==> src/rtl/div_sequencer_if.sv <==
`default_nettype none
// ============================================================================
// Module      : div_sequencer_if
// Description : Handshake/bus bundle between the EX stage and the
//               multi-cycle RV32M divide unit.
//               master : EX stage side (drives Start/Op/operands/Flush)
//               slave  : divide unit side (drives Busy/Done/Result/StallReq)
//   Start     EX -> div  divide requested by the instruction in EX
//   Op        EX -> div  funct3[1:0]: 00 DIV, 01 DIVU, 10 REM, 11 REMU
//   Operand1  EX -> div  dividend (rs1, post-forwarding)
//   Operand2  EX -> div  divisor  (rs2, post-forwarding)
//   Flush     EX -> div  abort the in-flight operation
//   Busy      div -> EX  high while iterating or fixing signs
//   Done      div -> EX  one-cycle pulse, Result valid
//   Result    div -> EX  quotient or remainder
//   StallReq  div -> hazard unit, holds IF/ID/EX
// Revision    : 1.0 - initial release
// ============================================================================
interface div_sequencer_if #(
   parameter int XLEN = 32
) ();
   logic            Start;
   logic [1:0]      Op;
   logic [XLEN-1:0] Operand1;
   logic [XLEN-1:0] Operand2;
   logic            Flush;
   logic            Busy;
   logic            Done;
   logic [XLEN-1:0] Result;
   logic            StallReq;

   modport master (
      output Start, Op, Operand1, Operand2, Flush,
      input  Busy, Done, Result, StallReq
   );

   modport slave (
      input  Start, Op, Operand1, Operand2, Flush,
      output Busy, Done, Result, StallReq
   );
endinterface
`default_nettype wire

==> src/rtl/div_sequencer.sv <==
`default_nettype none
// ============================================================================
// Module      : div_sequencer
// Description : Multi-cycle RV32M divide unit (DIV, DIVU, REM, REMU) using a
//               radix-2 restoring datapath, one quotient bit per cycle.
//               Divide-by-zero and signed overflow complete in one cycle.
// Ports       : clk  - core clock
//               rst  - synchronous active-high reset
//               bus  - div_sequencer_if.slave (Start, Op, Operand1, Operand2,
//                      Flush in; Busy, Done, Result, StallReq out)
// Revision    : 1.0 - initial release
// ============================================================================
module div_sequencer #(
   parameter int XLEN = 32
) (
   input  wire logic          clk,
   input  wire logic          rst,
   div_sequencer_if.slave     bus
);

   localparam int CW = $clog2(XLEN);

   localparam logic [1:0] c_idle = 2'd0;
   localparam logic [1:0] c_calc = 2'd1;
   localparam logic [1:0] c_fix  = 2'd2;
   localparam logic [1:0] c_done = 2'd3;

   localparam logic [CW-1:0]   c_cnt_init = CW'(XLEN - 1);
   localparam logic [CW-1:0]   c_cnt_one  = CW'(1);
   localparam logic [XLEN-1:0] c_int_min  = {1'b1, {(XLEN-1){1'b0}}};

   logic [1:0]      r_state;
   logic [1:0]      w_next;

   logic [CW-1:0]   r_cnt;
   logic [XLEN:0]   r_rem;      // one spare bit so the compare/subtract never overflows
   logic [XLEN-1:0] r_quo;      // holds the dividend, shifted out as quotient bits shift in
   logic [XLEN-1:0] r_dvs;
   logic            r_qneg;
   logic            r_rneg;
   logic            r_sel_rem;
   logic [XLEN-1:0] r_result;

   // ------------------------------------------------------------------------
   // Operand conditioning for the acceptance cycle
   // ------------------------------------------------------------------------
   logic            w_start_ok;
   logic            w_accept;
   logic            w_signed;
   logic            w_sign1;
   logic            w_sign2;
   logic [XLEN-1:0] w_abs1;
   logic [XLEN-1:0] w_abs2;
   logic            w_div0;
   logic            w_ovf;
   logic            w_special;
   logic [XLEN-1:0] w_special_res;

   assign w_start_ok = bus.Start && ((r_state == c_idle) || (r_state == c_done));
   assign w_accept   = w_start_ok && !bus.Flush;

   assign w_signed = ~bus.Op[0];
   assign w_sign1  = w_signed & bus.Operand1[XLEN-1];
   assign w_sign2  = w_signed & bus.Operand2[XLEN-1];
   // Negating INT_MIN wraps back to itself, which is the correct magnitude
   // when read as unsigned.
   assign w_abs1   = w_sign1 ? (~bus.Operand1 + 1'b1) : bus.Operand1;
   assign w_abs2   = w_sign2 ? (~bus.Operand2 + 1'b1) : bus.Operand2;

   assign w_div0    = (bus.Operand2 == '0);
   assign w_ovf     = w_signed && (bus.Operand1 == c_int_min) && (bus.Operand2 == '1);
   assign w_special = w_div0 | w_ovf;

   always_comb begin
      w_special_res = '0;
      if (w_div0) begin
         w_special_res = bus.Op[1] ? bus.Operand1 : '1;
      end else begin
         w_special_res = bus.Op[1] ? '0 : c_int_min;
      end
   end

   // ------------------------------------------------------------------------
   // Restoring step and sign fix-up
   // ------------------------------------------------------------------------
   logic [XLEN:0]   w_shift;
   logic [XLEN:0]   w_dvs_ext;
   logic [XLEN:0]   w_diff;
   logic            w_ge;
   logic [XLEN-1:0] w_quo_fix;
   logic [XLEN-1:0] w_rem_fix;

   assign w_shift   = (r_rem << 1) | {{XLEN{1'b0}}, r_quo[XLEN-1]};
   assign w_dvs_ext = {1'b0, r_dvs};
   assign w_ge      = (w_shift >= w_dvs_ext);
   assign w_diff    = w_shift - w_dvs_ext;

   assign w_quo_fix = r_qneg ? (~r_quo + 1'b1) : r_quo;
   assign w_rem_fix = r_rneg ? (~r_rem[XLEN-1:0] + 1'b1) : r_rem[XLEN-1:0];

   // ------------------------------------------------------------------------
   // FSM: state register
   // ------------------------------------------------------------------------
   always_ff @(posedge clk) begin
      if (rst) begin
         r_state <= c_idle;
      end else begin
         r_state <= w_next;
      end
   end

   // ------------------------------------------------------------------------
   // FSM: next state
   // ------------------------------------------------------------------------
   always_comb begin
      w_next = r_state;
      if (bus.Flush) begin
         w_next = c_idle;
      end else begin
         case (r_state)
            c_idle: begin
               if (w_accept) begin
                  w_next = w_special ? c_done : c_calc;
               end
            end
            c_calc: begin
               if (r_cnt == '0) begin
                  w_next = c_fix;
               end
            end
            c_fix: begin
               w_next = c_done;
            end
            c_done: begin
               if (w_accept) begin
                  w_next = w_special ? c_done : c_calc;
               end else begin
                  w_next = c_idle;
               end
            end
            default: begin
               w_next = c_idle;
            end
         endcase
      end
   end

   // ------------------------------------------------------------------------
   // FSM: outputs
   // ------------------------------------------------------------------------
   always_comb begin
      bus.Busy     = (r_state == c_calc) || (r_state == c_fix);
      bus.Done     = (r_state == c_done);
      // Low in DONE so the instruction advances together with its result.
      bus.StallReq = w_start_ok || (r_state == c_calc) || (r_state == c_fix);
   end

   assign bus.Result = r_result;

   // ------------------------------------------------------------------------
   // Datapath
   // ------------------------------------------------------------------------
   always_ff @(posedge clk) begin
      if (rst) begin
         r_cnt     <= '0;
         r_rem     <= '0;
         r_quo     <= '0;
         r_dvs     <= '0;
         r_qneg    <= 1'b0;
         r_rneg    <= 1'b0;
         r_sel_rem <= 1'b0;
         r_result  <= '0;
      end else if (!bus.Flush) begin
         if (w_accept) begin
            r_sel_rem <= bus.Op[1];
            r_qneg    <= w_sign1 ^ w_sign2;
            r_rneg    <= w_sign1;
            r_quo     <= w_abs1;
            r_dvs     <= w_abs2;
            r_rem     <= '0;
            r_cnt     <= c_cnt_init;
            if (w_special) begin
               r_result <= w_special_res;
            end
         end else if (r_state == c_calc) begin
            r_rem <= w_ge ? w_diff : w_shift;
            r_quo <= {r_quo[XLEN-2:0], w_ge};
            r_cnt <= r_cnt - c_cnt_one;
         end else if (r_state == c_fix) begin
            r_result <= r_sel_rem ? w_rem_fix : w_quo_fix;
         end
      end
   end

endmodule
`default_nettype wire

==> src/flat_wrapper.sv <==
// flat-port wrapper written by rule: the top's interface ports become plain ports
module div_sequencer_flat 
#(
   parameter int XLEN = 32
)
  (clk, rst, bus_Start, bus_Op, bus_Operand1, bus_Operand2, bus_Flush, bus_Busy, bus_Done, bus_Result, bus_StallReq);
  div_sequencer_if #(.XLEN(XLEN)) bus_i ();
  input  wire logic clk;
  input  wire logic rst;
  input wire logic [$bits(bus_i.Start)-1:0] bus_Start;
  input wire logic [$bits(bus_i.Op)-1:0] bus_Op;
  input wire logic [$bits(bus_i.Operand1)-1:0] bus_Operand1;
  input wire logic [$bits(bus_i.Operand2)-1:0] bus_Operand2;
  input wire logic [$bits(bus_i.Flush)-1:0] bus_Flush;
  output wire logic [$bits(bus_i.Busy)-1:0] bus_Busy;
  output wire logic [$bits(bus_i.Done)-1:0] bus_Done;
  output wire logic [$bits(bus_i.Result)-1:0] bus_Result;
  output wire logic [$bits(bus_i.StallReq)-1:0] bus_StallReq;
  assign bus_i.Start = bus_Start;
  assign bus_i.Op = bus_Op;
  assign bus_i.Operand1 = bus_Operand1;
  assign bus_i.Operand2 = bus_Operand2;
  assign bus_i.Flush = bus_Flush;
  assign bus_Busy = bus_i.Busy;
  assign bus_Done = bus_i.Done;
  assign bus_Result = bus_i.Result;
  assign bus_StallReq = bus_i.StallReq;
  div_sequencer #(.XLEN(XLEN)) u_core (.clk(clk), .rst(rst), .bus(bus_i));
endmodule
==> config.mk <==
export PLATFORM = sky130hd
export DESIGN_NAME = div_sequencer_flat
export DESIGN_NICKNAME = d
export VERILOG_FILES = /design/src/rtl/div_sequencer_if.sv /design/src/rtl/div_sequencer.sv /design/src/flat_wrapper.sv
export SDC_FILE = /design/constraint.sdc
export NUM_CORES = 1
export LEC_CHECK = 0
export BUFFER_PORTS_ARGS = -buffer_cell sky130_fd_sc_hd__buf_4
export CAP_MARGIN = 20
export CORE_ASPECT_RATIO = 0.7
export CORE_MARGIN = 2
export CORE_UTILIZATION = 40
export CTS_CLUSTER_DIAMETER = 80
export DETAILED_ROUTE_END_ITERATION = 10
export PLACE_DENSITY = 0.57
export SETUP_SLACK_MARGIN = 0.2
export SLEW_MARGIN = 20
export SYNTH_ARGS = -nofsm -noshare
export SYNTH_HDL_FRONTEND = slang
export SYNTH_SLANG_ARGS = --single-unit
==> constraint.sdc <==
create_clock -name clk -period 3.6 [get_ports clk]
set_clock_uncertainty 0.15 [all_clocks]
set_input_delay 0.54 -clock clk [delete_from_list [all_inputs] [get_ports clk]]
set_output_delay 0.54 -clock clk [all_outputs]
set_load 0.005 [all_outputs]
## Yosys cells after proc, flatten, opt, wreduce, memory -nomap -nowiden

Cells that the tools add are included.

| operators by class | value |
|---|---|
| add/sub/neg operators | 6 |
| multipliers | 0 |
| div/mod/pow operators | 0 |
| $lt $le $gt $ge | 1 |
| equal/unequal tests | 9 |
| shift operators | 0 |
| mux-type cells | 24 |
| bitwise gates (word level) | 11 |
| reduce and logical (&&, ||, !) cells | 19 |

Operator list:

| operator | number |
|---|---|
| $mux W32 | 17 |
| $add A32 B1 Y32 const B | 4 |
| $not A32 Y32 | 4 |
| $eq A32 B32 Y1 const B | 2 |
| $ge A33 B32 Y1 | 1 |
| $or A33 B1 Y33 | 1 |
| $logic_not A32 Y1 | 1 |
| $sub A32 B32 Y32 | 1 |
| $mux W5 | 2 |
| $mux W2 | 4 |
| $pmux W2 S4 | 1 |
| $ne A2 B1 Y1 const B | 3 |
| $reduce_and A2 Y1 | 3 |
| $logic_not A5 Y1 | 1 |
| $sub A5 B1 Y5 const B | 1 |
| $eq A2 B2 Y1 const B | 2 |
| $logic_and A1 B1 Y1 | 4 |
| $logic_or A1 B1 Y1 | 4 |
| $reduce_and A4 Y1 | 1 |
| $reduce_bool A2 Y1 | 2 |
| $and A1 B1 Y1 | 2 |
| $eq A2 B1 Y1 const B | 1 |
| $logic_not A2 Y1 | 1 |
| $ne A2 B2 Y1 const B | 1 |
| other kinds (5) | 6 |

| storage, ports and cells | value |
|---|---|
| register bits | 138 |
| latch bits | 0 |
| memory bits (writable) | 0 |
| memory bits (read-only) | 0 |
| input port bits | 70 |
| output and inout port bits | 35 |
| word-level logic and storage cells | 79 |
| memories kept | 0 |

## Depth between registers and ports, before layout

Gate-level depths: netlist of run 1.

| depth | value |
|---|---|
| depth after elaboration | 7 |
| depth in mapped cells | 13 |
| mapped depth without buffers | 12 |

## Worst setup path after synthesis of run 1

Ideal clock, no wire load.

| path | value |
|---|---|
| path kind | input to register |
| start | in bus_Operand2[0] |
| end | reg u_core.r_result[3], in the netlist u_core.bus.Result[3] |
| arrival time | 2758 ps |
| data required time | 3309 ps |
| path slack | 552 ps |
| stages on the path | 11 |
| buffers on the path | 2 |
| cells stage by stage | inv_1 > ha_1 > or3b_1 > clkbuf_1 > nor3_2 > nand4_1 > o21ai_1 > inv_2 > a2111oi_4 > buf_2 > a311oi_2 |

| between the ends | value |
|---|---|
| longest elaborated chain between the ends | 5 |
| elaborated cells on any way between the ends | 9 |

Ends and longest elaborated chain:

| item | RTL line | RTL |
|---|---|---|
| from (decl) | flat_wrapper.sv:13 | `input wire logic [$bits(bus_i.Operand2)-1:0] bus_Operand2;` |
| $eq A32 B32 Y1 | div_sequencer.sv:71 | `assign w_ovf = w_signed && (bus.Operand1 == c_int_min) && (bus.Operand2 == '1);` |
| $logic_and A1 B1 Y1 | div_sequencer.sv:71 |  |
| $or A1 B1 Y1 | div_sequencer.sv:72 | `assign w_special = w_div0 \| w_ovf;` |
| $ne A2 B2 Y1 (no line) | - |  |
| $reduce_and A4 Y1 (no line) | - |  |
| to (signal assigned) | div_sequencer.sv:183 | `r_result <= w_special_res;` |
| to (signal assigned) | div_sequencer.sv:190 | `r_result <= r_sel_rem ? w_rem_fix : w_quo_fix;` |
| to (decl) | div_sequencer.sv:42 | `logic [XLEN-1:0] r_result;` |

Parallel ways exist; a longest one is shown, timed or not. The select of a mux whose other input is x is not followed.
A chain may end at the register's enable or synchronous reset.

## Final worst setup path of run 1

| path | value |
|---|---|
| start | reg u_core.r_quo[1] |
| end | reg u_core.r_result[18], in the netlist u_core.bus.Result[18] |

| between the ends | value |
|---|---|
| longest elaborated chain between the ends | 7 |

Ends and longest elaborated chain:

| item | RTL line | RTL |
|---|---|---|
| from (decl) | div_sequencer.sv:37 | `logic [XLEN-1:0] r_quo;` |
| from (signal assigned) | div_sequencer.sv:178 | `r_quo <= w_abs1;` |
| from (signal assigned) | div_sequencer.sv:187 | `r_quo <= {r_quo[XLEN-2:0], w_ge};` |
| $not A32 Y32 | div_sequencer.sv:98 | `assign w_quo_fix = r_qneg ? (~r_quo + 1'b1) : r_quo;` |
| $add A32 B1 Y32 | div_sequencer.sv:98 |  |
| $mux W32 | div_sequencer.sv:98 |  |
| $mux W32 | div_sequencer.sv:190 |  |
| $mux W32 | div_sequencer.sv:189 | `end else if (r_state == c_fix) begin` |
| $mux W32 | div_sequencer.sv:185 | `end else if (r_state == c_calc) begin` |
| $mux W32 | div_sequencer.sv:174 | `if (w_accept) begin` |

No other way between the ends. The select of a mux whose other input is x is not followed.

==> results of run 1 <==
[power groups by stage]
| stage | logic, uW | registers [uW] | clock network (uW) |
|---|---|---|---|
| after global placement | 1260 | 1750 | 0 |
| after global routing | 1420 | 1730 | 2020 |
| after CTS | 1270 | 1710 | 1940 |
| final | 1300 | 1720 | 1920 |
| after floorplan | 828 | 1720 | 0 |
| after detailed placement | 1260 | 1750 | 0 |
[Yosys cell counts, types with 29 or more instances]
cell type,instances
a21oi_1,85
nor3_1,29
inv_1,56
xor2_1,62
clkbuf_1,94
o21ai_0,114
o31ai_1,29
dfxtp_1,138
nor2_1,162
nand2_1,98
o211ai_1,30
xnor2_1,74
a211oi_1,52
ha_1,44
[path summary, 6_finish.rpt]
kind / slack (ns) / to / cells past startpoint / from
max: 0.33 / u_core.bus.Result[18] / 9 / u_core.r_quo[1]
min: 0.22 / u_core.r_state[1] / 2 / bus_Flush
max reg2reg: 0.33 / u_core.bus.Result[18] / 9 / u_core.r_quo[1]
min reg2reg: 0.32 / u_core.r_dvs[31] / 2 / u_core.r_dvs[31]
[cell type report]
| cell class | instances | area (um^2) |
|---|---|---|
| fillers | 2688 | 13600 |
| multi-input cells | 1101 | 7370 |
| flip-flops and latches | 138 | 2760 |
| repair buffers | 187 | 1470 |
| well taps | 364 | 455 |
| clock buffers | 19 | 453 |
| inverters | 57 | 214 |
| clock inverters | 12 | 173 |
[worst register-to-register path: stages, from the launching register on]
cell       delay (ns)
dfxtp_1          0.34
inv_1            0.09
ha_1             0.19
or4b_2           0.71
nand4bb_1        0.56
o41ai_1          0.48
xor2_1           0.10
o21ai_0          0.21
a21oi_1          0.07
a211oi_1         0.28
[cell usage in the layout, fill, tap and decap left out, types with 28 or more instances in the layout]
cell type  instances
o211ai_1          30
buf_4            182
a21oi_1           85
xnor2_1           74
o31ai_1           28
a211oi_1          51
o21ai_0          114
nand2_1           97
ha_1              43
nor2_1           159
inv_1             56
dfxtp_1          138
xor2_1            62
[state kept, by name, indices dropped and copies added (netlist names)]
signal / flops
u_core.bus.Result: 32
u_core.r_cnt: 5
u_core.r_dvs: 32
u_core.r_qneg: 1
u_core.r_quo: 32
u_core.r_rem: 32
u_core.r_rneg: 1
u_core.r_sel_rem: 1
u_core.r_state: 2
[routing by layer]
layer,vias up,GRT usage [%],part of all wire [%]
met3,27,5.29,8.0
met4,0,4.52,0.81
met1,5218,42.3,51
li1,5377,-,-
met5,-,0,0
met2,430,36.2,40
[through the flow]
| stage | hold WS, ns | setup WS, ns | cells | utilization (%) |
|---|---|---|---|---|
| floorplan | 0.282 | 0.552 | 1402 | - |
| global placement | 0.297 | 0.141 | 1847 | 46.1 |
| detailed placement | 0.313 | 0.0121 | 1847 | 46.1 |
| CTS | 0.210 | 0.306 | 1878 | 48.5 |
| global route | 0.229 | 0.208 | 1878 | 48.6 |
| finish | 0.219 | 0.331 | 1878 | 48.6 |
[logic make-up (layout without fill, tap and decap cells)]
group | Yosys count | in the layout
simple gates | 440 | 440
xor+xnor | 136 | 136
fa+ha+maj | 45 | 45
mux | 28 | 28
flops | 138 | 138
compound gates | 452 | 452
buf+inv | 163 | 275
==> metrics.csv, run 1 <==
metric,value,unit
cts-buffers-inserted,17,
place_congestion,0.917,
critical_path_buf_inv_count,1,
drive_gt1_share,17.2,%
drtIter0Drc,1191,
htree_levels,4,
core-area,0.0265,mm^2
status,"finished, final reports clean",
clk_pin_slew,0.06,ns
overflow,0,
area_growth,20.3,%
tightestPinTransition,0.833,ns
drtAntennaViolNets,0,
p_int,3340,uW
finalSetupViolCount,0,
grt_pass1_vias,9973,
fin_area,0.0129,mm^2
cts_setup_buffers,0,
via_count,11100,
worstSetupPathType,register to register,
syn_avg_cell_area,7.65,um^2
port_buffers,104,
wire_per_inst,19.8,um
period_needed,3.27,ns
power_frac_seq,34.8,%
rsz0062_at_grt,no,
cp-start-kind,register,
hp-class,input port to register,
synthFlopType,dfxtp_1,
syn_area,0.0107,mm^2
yosysTopAreaCellShare,25.8,%
synth_top_family_by_area,compound AO/OA/AOI/OAI gates,
fmax,306,MHz
ir_drop,0.332,mV
clockBufferDepth,2,
end_kind,register,
synth_fa_ha_area_share,5.32,%
max_stage_delay,0.71,ns
holdBufCountCts,0,
fp.dieArea,0.0281,mm^2
cp_max_fo,7,
cts_tree,done,
fin_crit_sh,90.8,%
synth_xor_xnor_area_share,11.1,%
start_util,40.4,%
critPathTopFamily,simple AND/OR/NAND/NOR gates,
p_leak,0.00494,uW
drv_slew,0,
nets,1617,
power,4930,uW
yosysTopAreaCell,dfxtp_1,
p_sw_share,32.2,%
p_clk_share,38.9,%
required,3.79,ns
drtPass1Iterations,6,
drc,0,
synthArstFlopShare,0,%
wirelength,37200,um
syn_inst,1402,
drv_cap,0,
synth_nets,1517,
p_comb_share,26.3,%
fp-row-count,50,
synth-simple-area-share,19.9,%
crit_slowest_cell,or4b_2,
grt_util_all_layers,26.5,%
power.density,383,mW/mm^2
place_area,0.0122,mm^2
synth_area_leaders,"dfxtp_1, xnor2_1, nor2_1",
cts_sinks,138,
power.switching,1590,uW
n_antenna_cell,0,
maxSlewHeadroom,44.2,%
root_buffer,clkbuf_16,
clkLatencyLatePin,0.44,ns
synth_seq_cells,138,
dpl.hpwl,28300,um
arrival,3.46,ns
ys_seq_area_share,25.8,%
cts-resized-gates,0,
ys_types,77,
muxShareOfSynthArea,2.63,%
path_cells,inv_1 > ha_1 > or4b_2 > nand4bb_1 > o41ai_1 > xor2_1 > o21ai_0 > a21oi_1 > a211oi_1,
ys_warn_count,0,
antenna_found_initial,0,
die_x,200,um
grt_pass1_wl,58000,um
grt_max_degree,102,
ios,105,
synth_compound_area_share,29.3,%
die_y,141,um
synth_edf_count,0,
hold_violations,0,
detail_route.vias_per_cell,5.88,
tns,0,ns
(Power assumes the default switching activity.)
==> inputs of run 2 (changes only) <==
- clock period: 3.6 -> 3.8 ns (I/O delays scaled with it)
==> run 2 against run 1 <==
Sequential share of layout area grew 0.39 points. Worst setup slack gained 0.095 ns. Utilization shrank 0.87 points. Routed wire length shrank 0.29%. Via count shrank 0.32%. Critical path depth grew 1.
==> metrics.csv, run 2 (synthesis gave the netlist of run 1 again) <==
metric,value,unit,change
status,"finished, final reports clean",,
fmax,296,MHz,-3.1%
tightestPinTransition,0.859,ns,+0.0259 ns
drc,0,,unchanged
cts-resized-gates,0,,unchanged
layout_setup_ws,0.425,ns,+0.0949 ns
via_count,11000,,-0.32%
cts_setup_buffers,0,,unchanged
drtAntennaViolNets,0,,unchanged
clockBufferDepth,2,,unchanged
arrival,3.57,ns,+0.11 ns
cts_sinks,138,,unchanged
overflow,0,,unchanged
fp-row-count,50,,unchanged
p_leak,0.00482,uW,-2.3%
drtPass1Iterations,8,,+2
fin_crit_sh,88.8,%,-2.0 points
finalSetupViolCount,0,,unchanged
period_needed,3.37,ns,+0.105 ns
drive_gt1_share,15.8,%,-1.4 points
area_growth,18.1,%,
ios,105,,unchanged
grt_util_all_layers,26.5,%,-0.045 points
cp-start-kind,register,,
power.density,356,mW/mm^2,-6.9%
cts-buffers-inserted,17,,unchanged
tns,0,ns,unchanged
grt_pass1_vias,9750,,-2.2%
drtIter0Drc,1263,,+6.0%
place_area,0.0121,mm^2,-1.3%
worstSetupPathType,register to register,,
fin_area,0.0127,mm^2,-1.8%
cts_tree,done,,
antenna_found_initial,0,,unchanged
root_buffer,clkbuf_16,,
maxSlewHeadroom,42.7,%,-1.5 points
drv_cap,0,,unchanged
required,3.99,ns,+0.20 ns
nets,1600,,-1.1%
place_congestion,0.923,,+0.63%
holdBufCountCts,0,,unchanged
core-area,0.0265,mm^2,unchanged
end_kind,register,,
cp_max_fo,7,,unchanged
port_buffers,104,,unchanged
die_x,200,um,unchanged
clk_pin_slew,0.06,ns,about the same
start_util,40.4,%,unchanged
detail_route.vias_per_cell,5.92,,+0.59%
clkLatencyLatePin,0.44,ns,about the same
mostFrequentLayoutCells,"buf_4, nor2_1, dfxtp_1",,
wirelength,37100,um,-0.29%
final_common_cell,buf_4,,
fillers,2687,,-0.037%
ir_drop,0.291,mV,-12%
drv_slew,0,,unchanged
hp-class,input port to register,,
n_antenna_cell,0,,unchanged
grt_max_degree,95,,-6.9%
dpl.hpwl,28300,um,about the same
hold_violations,0,,unchanged
fp.dieArea,0.0281,mm^2,unchanged
wire_per_inst,19.9,um,+0.62%
rsz0062_at_grt,no,,
die_y,141,um,unchanged
pre_cts_slack,0.0838,ns,+0.0717 ns
htree_levels,4,,unchanged
grt_pass1_wl,57600,um,-0.75%
==> run 2: cell count changes in the layout (fill, tap and decap cells not counted), sizes merged <==
cell	change
bufinv	-2
clkinv	-2
clkinvlp	-1
buf	-17
clkbuf	+5
==> run 2: metal layers <==
layer	GRT usage, %	up-vias	routed length, um
met4	5.50	0	438
met3	5.17	26	3090
met5	0	-	0
met2	34.6	447	14200
met1	43.2	5205	19300
li1	-	5339	-
==> run 2: path summary, 6_finish.rpt <==
path,startpoint,endpoint,slack [ns],depth (start not counted)
worst min register to register,u_core.r_dvs[31],u_core.r_dvs[31],0.31,2
worst max register to register,u_core.r_dvs[5],u_core.r_rem[26],0.43,10
worst min-delay path,bus_Flush,u_core.r_state[1],0.25,2
worst max-delay path,u_core.r_dvs[5],u_core.r_rem[26],0.43,10
==> run 2: per-stage QoR <==
step / util [%] / instances / hold WS (ns) / power, uW
3_3_place_gp: 45.5 / 1830 / 0.294 / 2830
6_report: 47.7 / 1861 / 0.255 / 4510
3_5_place_dp: 45.5 / 1830 / 0.305 / 2830
5_1_grt: 47.7 / 1861 / 0.264 / 4720
2_1_floorplan: - / 1402 / 0.282 / 2410
4_1_cts: 47.7 / 1861 / 0.238 / 4510
==> run 2: area by class of cell <==
cell class | instances | area [um^2] | area share [%]
Clock buffer | 24 | 482 | 3.80
Clock inverter | 7 | 91.3 | 0.721
Multi-Input combinational cell | 1101 | 7360 | 58.1
Sequential cell | 138 | 2760 | 21.8
Inverter | 57 | 214 | 1.69
Timing Repair Buffer | 170 | 1300 | 10.3
Tap cell | 364 | 455 | 3.60
==> run 2: power by group <==
part           switching, uW  total [uW]  leakage (uW)  internal (uW)
clock network            666        1680      0.000280           1010
logic                    716        1200       0.00342            483
registers               90.4        1630       0.00113           1540
==> run 2: worst max-delay path, stage by stage (launching register included) <==
cell and delay (ns):
dfxtp_1 0.43, inv_1 0.08, ha_1 0.43, nand3_1 0.12, o2bb2ai_1 0.28, o221ai_1 0.28, a211oi_1 0.76, a41oi_1 0.23
xnor2_1 0.21, mux2i_1 0.11, o21ai_0 0.21
